### config.mk
export PLATFORM = sky130hd
export DESIGN_NAME = t03_dpu_frame_ctrl
export DESIGN_NICKNAME = d
export VERILOG_FILES = /design/src/rtl/t03_dpu_frame_ctrl.sv
export SDC_FILE = /design/constraint.sdc
export NUM_CORES = 1
export LEC_CHECK = 0
export BUFFER_PORTS_ARGS = -buffer_cell sky130_fd_sc_hd__buf_2
export CORE_ASPECT_RATIO = 1.4
export CORE_MARGIN = 10
export CORE_UTILIZATION = 30
export DETAILED_ROUTE_END_ITERATION = 8
export GPL_ROUTABILITY_DRIVEN = 0
export GPL_TIMING_DRIVEN = 0
export SLEW_MARGIN = 30
export SYNTH_ARGS = -nofsm -noshare
export SYNTH_HDL_FRONTEND = slang
export SYNTH_SLANG_ARGS = --single-unit
### constraint.sdc
create_clock -name clk -period 4.7 [get_ports clk]
set_input_delay 0.47 -clock clk [delete_from_list [all_inputs] [get_ports clk]]
set_output_delay 0.47 -clock clk [all_outputs]
set_load 0.05 [all_outputs]
### src/rtl/t03_dpu_frame_ctrl.sv
// Display frame controller: VGA-style timing plus double-buffered game/player registers.
// Optional register readback is enabled by defining T03_DPU_READBACK_EN.
module t03_dpu_frame_ctrl #(
  parameter int          NUM_PLAYERS = 2,
  parameter int          H_ACTIVE    = 640,
  parameter int          H_FP        = 16,
  parameter int          H_SYNC      = 96,
  parameter int          H_BP        = 48,
  parameter int          V_ACTIVE    = 480,
  parameter int          V_FP        = 10,
  parameter int          V_SYNC      = 2,
  parameter int          V_BP        = 33,
  parameter logic [31:0] BASE_ADDR   = 32'hFF000000
) (
  input  logic                       clk,
  input  logic                       rst,
  input  logic                       wr_en,
  input  logic [31:0]                address,
  input  logic [31:0]                wdata,
  output logic                       wr_ack,
  input  logic                       rd_en,
  output logic [31:0]                rdata,
  output logic                       rd_valid,
  output logic [2:0]                 game_state,
  output logic [11*NUM_PLAYERS-1:0]  px,
  output logic [11*NUM_PLAYERS-1:0]  py,
  output logic [2*NUM_PLAYERS-1:0]   pstate,
  output logic [4*NUM_PLAYERS-1:0]   phealth,
  output logic [NUM_PLAYERS-1:0]     pleft,
  output logic [10:0]                Hcnt,
  output logic [10:0]                Vcnt,
  output logic                       hsync,
  output logic                       vsync,
  output logic                       at_display,
  output logic                       frame_start,
  output logic [15:0]                frame_count
);

  localparam int HT = H_ACTIVE + H_FP + H_SYNC + H_BP;
  localparam int VT = V_ACTIVE + V_FP + V_SYNC + V_BP;
  localparam logic [10:0] H_LAST = 11'(HT - 1);
  localparam logic [10:0] V_LAST = 11'(VT - 1);
  localparam logic [10:0] HS_BEG = 11'(H_ACTIVE + H_FP);
  localparam logic [10:0] HS_END = 11'(H_ACTIVE + H_FP + H_SYNC);
  localparam logic [10:0] VS_BEG = 11'(V_ACTIVE + V_FP);
  localparam logic [10:0] VS_END = 11'(V_ACTIVE + V_FP + V_SYNC);
  localparam logic [10:0] HA     = 11'(H_ACTIVE);
  localparam logic [10:0] VA     = 11'(V_ACTIVE);

  logic        h_wrap, commit;
  logic [10:0] h_nxt, v_nxt;

  assign h_wrap = (Hcnt == H_LAST);
  assign commit = h_wrap && (Vcnt == V_LAST);

  always_comb begin
    h_nxt = h_wrap ? 11'd0 : Hcnt + 11'd1;
    v_nxt = Vcnt;
    if (h_wrap) v_nxt = (Vcnt == V_LAST) ? 11'd0 : Vcnt + 11'd1;
  end

  // Timing outputs are decoded from the next counter values so they line up with Hcnt/Vcnt.
  always_ff @(posedge clk) begin
    if (rst) begin
      Hcnt        <= '0;
      Vcnt        <= '0;
      hsync       <= 1'b1;
      vsync       <= 1'b1;
      at_display  <= (HA != 11'd0) && (VA != 11'd0);
      frame_start <= 1'b0;
      frame_count <= '0;
    end else begin
      Hcnt        <= h_nxt;
      Vcnt        <= v_nxt;
      hsync       <= !((h_nxt >= HS_BEG) && (h_nxt < HS_END));
      vsync       <= !((v_nxt >= VS_BEG) && (v_nxt < VS_END));
      at_display  <= (h_nxt < HA) && (v_nxt < VA);
      frame_start <= commit;
      if (commit) frame_count <= frame_count + 16'd1;
    end
  end

  logic [31:0] offset;
  logic [29:0] idx;
  logic        aligned;
  logic [28:0] wr_fields;

  assign offset    = address - BASE_ADDR;
  assign idx       = offset[31:2];
  assign aligned   = (offset[1:0] == 2'b00);
  assign wr_fields = {wdata[28], (wdata[27:24] > 4'd9) ? 4'd9 : wdata[27:24], wdata[23:0]};

  logic [2:0]                   sh_gs, act_gs;
  logic [NUM_PLAYERS-1:0][28:0] sh_pl, act_pl;

  // Commit samples shadows before this cycle's write lands, so a coincident write waits a frame.
  always_ff @(posedge clk) begin
    if (rst) begin
      sh_gs  <= '0;
      sh_pl  <= '0;
      act_gs <= '0;
      act_pl <= '0;
      wr_ack <= 1'b0;
    end else begin
      wr_ack <= wr_en;
      if (wr_en && aligned) begin
        if (idx == 30'd0) sh_gs <= wdata[2:0];
        for (int i = 0; i < NUM_PLAYERS; i++)
          if (idx == 30'(i + 1)) sh_pl[i] <= wr_fields;
      end
      if (commit) begin
        act_gs <= sh_gs;
        act_pl <= sh_pl;
      end
    end
  end

  assign game_state = act_gs;

  for (genvar g = 0; g < NUM_PLAYERS; g++) begin : g_pl
    assign px[11*g +: 11]     = act_pl[g][10:0];
    assign py[11*g +: 11]     = act_pl[g][21:11];
    assign pstate[2*g +: 2]   = act_pl[g][23:22];
    assign phealth[4*g +: 4]  = act_pl[g][27:24];
    assign pleft[g]           = act_pl[g][28];
  end

`ifdef T03_DPU_READBACK_EN
  logic unused_bits;
  assign unused_bits = ^wdata[31:29];

  always_ff @(posedge clk) begin
    if (rst) begin
      rd_valid <= 1'b0;
      rdata    <= '0;
    end else begin
      rd_valid <= rd_en;
      if (rd_en) begin
        rdata <= '0;
        if (aligned) begin
          if (idx == 30'd0) rdata <= {29'd0, sh_gs};
          for (int i = 0; i < NUM_PLAYERS; i++)
            if (idx == 30'(i + 1)) rdata <= {3'd0, sh_pl[i]};
        end
      end
    end
  end
`else
  logic unused_bits;
  assign unused_bits = ^{wdata[31:29], rd_en};
  assign rdata       = '0;
  assign rd_valid    = 1'b0;
`endif

endmodule

# Word level (Yosys, flattened, before mapping)
# Index checks and enable logic that the tools add are counted.
[totals] in_bits=68 elab_cells=45 register_bits=165 out_inout_bits=137
[classes] muxes=4 order_cmp=7 addsub=4 n_eq_ne=4 n_reduce_logical=12
[op_table] op="2-to-1 mux 11 bit" count=3
[op_table] op="subtractor 32 bit (second input constant)" count=1
[op_table] op="equality test 30 x 1 -> 1 bit (second input constant)" count=1
[op_table] op="equality test 30 x 2 -> 1 bit (second input constant)" count=1
[op_table] op="zero test 30 bit" count=1
[op_table] op="adder 11 x 1 -> 11 bit (second input constant)" count=2
[op_table] op="equality test 11 x 10 -> 1 bit (second input constant)" count=2
[op_table] op="less-than comparator 11 x 10 -> 1 bit (second input constant)" count=2
[op_table] op="less-than comparator 11 x 9 -> 1 bit (second input constant)" count=2
[op_table] op="adder 16 x 1 -> 16 bit (second input constant)" count=1
[op_table] op="greater-or-equal comparator 11 x 10 -> 1 bit (second input constant)" count=1
[op_table] op="greater-or-equal comparator 11 x 9 -> 1 bit (second input constant)" count=1
[op_table] op="AND reduction 2 bit" count=3
[op_table] op="logical AND 1 bit" count=5
[op_table] op="greater-than comparator 4 bit (second input constant)" count=1
[op_table] op="2-to-1 mux 4 bit" count=1
[op_table] op="zero test 1 bit" count=2
[op_table] op="zero test 2 bit" count=1

# Longest topological paths before layout
[depth] word_depth=6 ltp_mapped=11

# Least setup slack after synthesis
# Ideal clock, no wire load.
[synth_path] path_kind="register -> register" from="register Hcnt[5]" to="register at_display" setup_time_ns=0.116 slack_ns=1.743 synth_period_minus_slack_ns=2.957 stages_incl_launch_ff=9 arrival_time_ns=2.841 path_cell_list="dfxtp_1 -> buf_6 -> or4_4 -> buf_6 -> or3_4 -> buf_6 -> or4_4 -> a211o_1 -> a41o_1"
[synth_via] elab_chain_cells=4 word_cells_on_any_way=7 classes_between="1 x add/sub; 2 x order compare; 1 x eq/ne; 2 x mux; 1 x reduce/logical"
[synth_lines] element="from (decl)" line="30" rtl="output logic [10:0] Hcnt,"
[synth_lines] element="from (signal assigned)" line="73" rtl="Hcnt <= h_nxt;"
[synth_lines] element="adder 11 x 1 -> 11 bit / equality test 11 x 10 -> 1 bit (equally long branches)" line="57, 53"
[synth_lines] element="2-to-1 mux 11 bit, on equally long branches" line="57, 59"
[synth_lines] element="less-than comparator 11 x 10 -> 1 bit / less-than comparator 11 x 9 -> 1 bit (equally long branches)" line="77" rtl="at_display <= (h_nxt < HA) && (v_nxt < VA);"
[synth_lines] element="logical AND 1 bit (*)" line="77"
[synth_lines] element="to (signal assigned)" line="69" rtl="at_display <= (HA != 11'd0) && (VA != 11'd0);"
[synth_lines] element="to (signal assigned)" line="77"
[synth_lines] element="to (decl)" line="34" rtl="output logic at_display,"
# Every way passes the cells marked *; elsewhere a longest branch is shown, timed or not.
# A chain may end at the register's enable or synchronous reset.

# Worst setup path in the final report
[layout_path] from="register Hcnt[5]" to="register act_pl, in the netlist px[11]"
[layout_via] elab_chain_cells=2
[layout_lines] element="equality test 11 x 10 -> 1 bit" line="53" rtl="assign h_wrap = (Hcnt == H_LAST);"
[layout_lines] element="logical AND 1 bit" line="54" rtl="assign commit = h_wrap && (Vcnt == V_LAST);"
[layout_lines] element="to (signal assigned)" line="113" rtl="act_pl <= sh_pl;"
[layout_lines] element="to (decl)" line="94" rtl="logic [NUM_PLAYERS-1:0][28:0] sh_pl, act_pl;"
# Every way passes these cells.

==> impl_metrics.toml <==
[timing]
slew-limit-headroom_pct = 44.96
finalSetupTns_ns = 0
fmax_ghz = 0.3231
post-route-min-period_ns = 3.095
setup_viol = 0
rsz0062_at_grt = "false"
tightestPinTransition_ns = 0.8256
drv_slew = 0
layout_setup_ws_ns = 1.605
finalHoldViolCount = 0
clock_skew_ns = 0.009634
finalCritPeriodShare_pct = 65.85

[setup_path]
startpoint = "Hcnt[5]$_SDFF_PP0_"
cp_slowest_stage_delay_ns = 0.52
crit_end = "px[11]$_SDFFE_PP0P_"
rr_worst_depth = 10
r2r-start = "Hcnt[5]$_SDFF_PP0_"
rr_endpoint = "px[11]$_SDFFE_PP0P_"
regToRegSetupSlack_ns = 1.60
critPathSlowestCell = "or4_4"
end_kind = "flop"
start_kind = "flop"
crit_fanout = 10
worstPathArrival_ns = 3.45
path_cells = "buf_6, or4_4, buf_6, nor3_2, and2_1, buf_2, buf_2, buf_1, nand2_1, a21oi_1"
crit_type = "reg -> reg"
worstPathRequired_ns = 5.06

[layout]
antenna_cells = 0
fin_util_pct = 39.07
seqCellArea_sq_um = 3303
multiInputGateArea_sq_um = 3123
syn_to_final_growth_pct = 28.86
layout-drive-gt1-share_pct = 24.46
n_fill_cell = 2341
nets = 1070

[clock_network]
htreeDepth = 4
clock_latency_ns = 0.43
root_buffer = "clkbuf_16"
hold_buffers = 0
clk_path_buf_depth = 2
cts_setup_buffers = 0
tritoncts = "yes"
clk_pin_slew_worst_paths_ns = 0.07
clock-sinks = 165
post_cts_resized = 0
cts_buffers = 17

[synth]
synthArstFlopShare_pct = 0
ys_ff_latch = 165
synth_cells = 780
ys.flop_type = "dfxtp_1"
syn_area_sq_um = 6780
yosysWarnings = 0
postSynthAreaPerCell_sq_um = 8.693
synthDistinctLibCells = 51
synth_edf_count = 0
synth-seq-area-share_pct = 48.72

[floorplanning]
core_area_sq_um = 22370
fp.dieW_um = 147.1
initial_core_util_pct = 30.32
die_h_um = 197.9
placementRows = 65
ioPinCount = 205
die_area_sq_um = 29100

[place]
preCtsSetupSlack_ns = 1.391
hpwlAfterDp_mm = 16.63
portBuffers = 166

[grt]
grt_util_met3_pct = 5.162
grt-busiest-layer = "met2"
use_met1_pct = 15.61
grt_pass1_vias = 5947
grt_max_degree = 17
antenna_found_initial = 1
track_usage_pct = 14.46
grt_pass1_wl_mm = 33.20
overflow = 0
met2_usage_pct = 25.50

[flow_run]
drv_cap = 0

[min_path]
hold_path_class = "in -> reg"

[route]
wirelength_mm = 21.41
drt_pass1_iterations = 5
antenna_left = 0
drt_iter0_markers = 220
drc = 0
wire_per_inst_um = 16.33
via_count = 6031
avgViaCountPerCell = 4.600

[power]
power.density_nw_per_um2 = 348.6
leakagePower_nw = 3.441
vdd_drop_max_mv = 0.2473

[run_status]
status = "finished, final reports clean"
==> power breakdown <==
part	total (W)	switching, W	internal, W	leakage [nW]
clock network	0.00146	0.000612	0.000851	0.303
logic	0.000177	0.000127	0.0000496	1.81
registers	0.00141	0.00000526	0.00140	1.33
total	0.00305	0.000744	0.00230	3.44
==> metrics by stage <==
step                power [W]  instances  instance area (sq um)  hold slack (ns)
finish               0.003046       1311                   8737           0.2682
global route         0.003148       1311                   8737           0.2837
CTS                  0.003081       1311                   8737           0.2508
detailed placement   0.001615       1279                   8120           0.4404
global placement     0.001614       1279                   8108           0.4375
floorplan            0.001557        812                   6900           0.4357
==> kinds of logic (layout without fill, tap and decap cells) <==
family,count (synthesis),in the layout,synth area share [%]
compound gates,117,117,9.559
xor+xnor,17,17,2.196
fa+ha+maj,5,5,0.9227
buf+inv,88,286,7.178
flops,165,165,48.72
mux,60,60,8.876
other cells,1,33,0.05531
simple gates,327,327,22.50
==> worst min path at each step <==
stage                                start                         end  slack, ns  cells past startpoint
floorplan            sh_gs[0]$_SDFFE_PP0P_  game_state[0]$_SDFFE_PP0P_       0.44                      2
global placement       py[17]$_SDFFE_PP0P_         py[17]$_SDFFE_PP0P_       0.44                      2
detailed placement  pstate[0]$_SDFFE_PP0P_      pstate[0]$_SDFFE_PP0P_       0.44                      2
CTS                                  wr_en           wr_ack$_SDFF_PP0_       0.25                      2
global route                         wr_en           wr_ack$_SDFF_PP0_       0.28                      2
finish                               wr_en           wr_ack$_SDFF_PP0_       0.27                      2
==> cells in the mapped netlist, drive strengths merged, types with 12 or more instances <==
cell type,count,area share (%)
a21oi,82,6.1
mux2i,59,8.7
nand2,143,7.9
nor2,80,4.4
o21ai,14,1.0
nor3,13,1.0
nor4,12,1.1
clkbuf,40,2.2
nand4,17,1.6
dfxtp,165,49
or3,14,1.4
buf,42,4.6
==> critical path: cells and delay by family, from the launching register on <==
family,cells,cell delay [ns]
compound gates,1,0.15
buf+inv,5,1.15
simple gates,4,1.39
flops,1,0.31
==> cells in the final DEF (no fill, tap or decap), types with 4 or more instances in the layout <==
cell type	n
nor3_1	12
nand3_1	11
inv_6	5
nor4_1	10
a211oi_1	4
clkbuf_16	17
mux2i_1	59
nor4b_1	8
nor2b_1	6
or3_1	12
a21oi_1	82
buf_4	33
o21ai_0	14
xor2_1	9
nand4_1	17
o31ai_1	4
clkbuf_1	40
dfxtp_1	165
inv_1	6
ha_1	5
and2_1	4
buf_2	168
nor2_1	80
nand2_1	143
xnor2_1	8
conb_1	33
buf_6	4
==> routing by layer <==
metal	share of wire, %	vias to the layer above
li1	-	3042
met1	41	2761
met2	50	198
met3	7.1	28
met4	2.0	2
met5	0.079	-
==> registers in the layout, summed over array words and instances (netlist names) <==
register and flops:
frame_count 16, sh_pl 58, hsync 1, game_state 3
phealth 8, px 22, vsync 1, pleft 2
at_display 1, frame_start 1, Vcnt 11, sh_gs 3
wr_ack 1, pstate 4, Hcnt 11, py 22
==> layout make-up <==
| type | instances | share of cell area, % |
|---|---|---|
| Buffer | 82 | 5.313 |
| Multi-Input combinational cell | 559 | 35.74 |
| Tap cell | 301 | 4.310 |
| Inverter | 6 | 0.2578 |
| Timing Repair Buffer | 166 | 9.509 |
| Clock inverter | 15 | 2.191 |
| Sequential cell | 165 | 37.81 |
| Clock buffer | 17 | 4.869 |
Note: power is estimated with default switching activity, not from simulation.
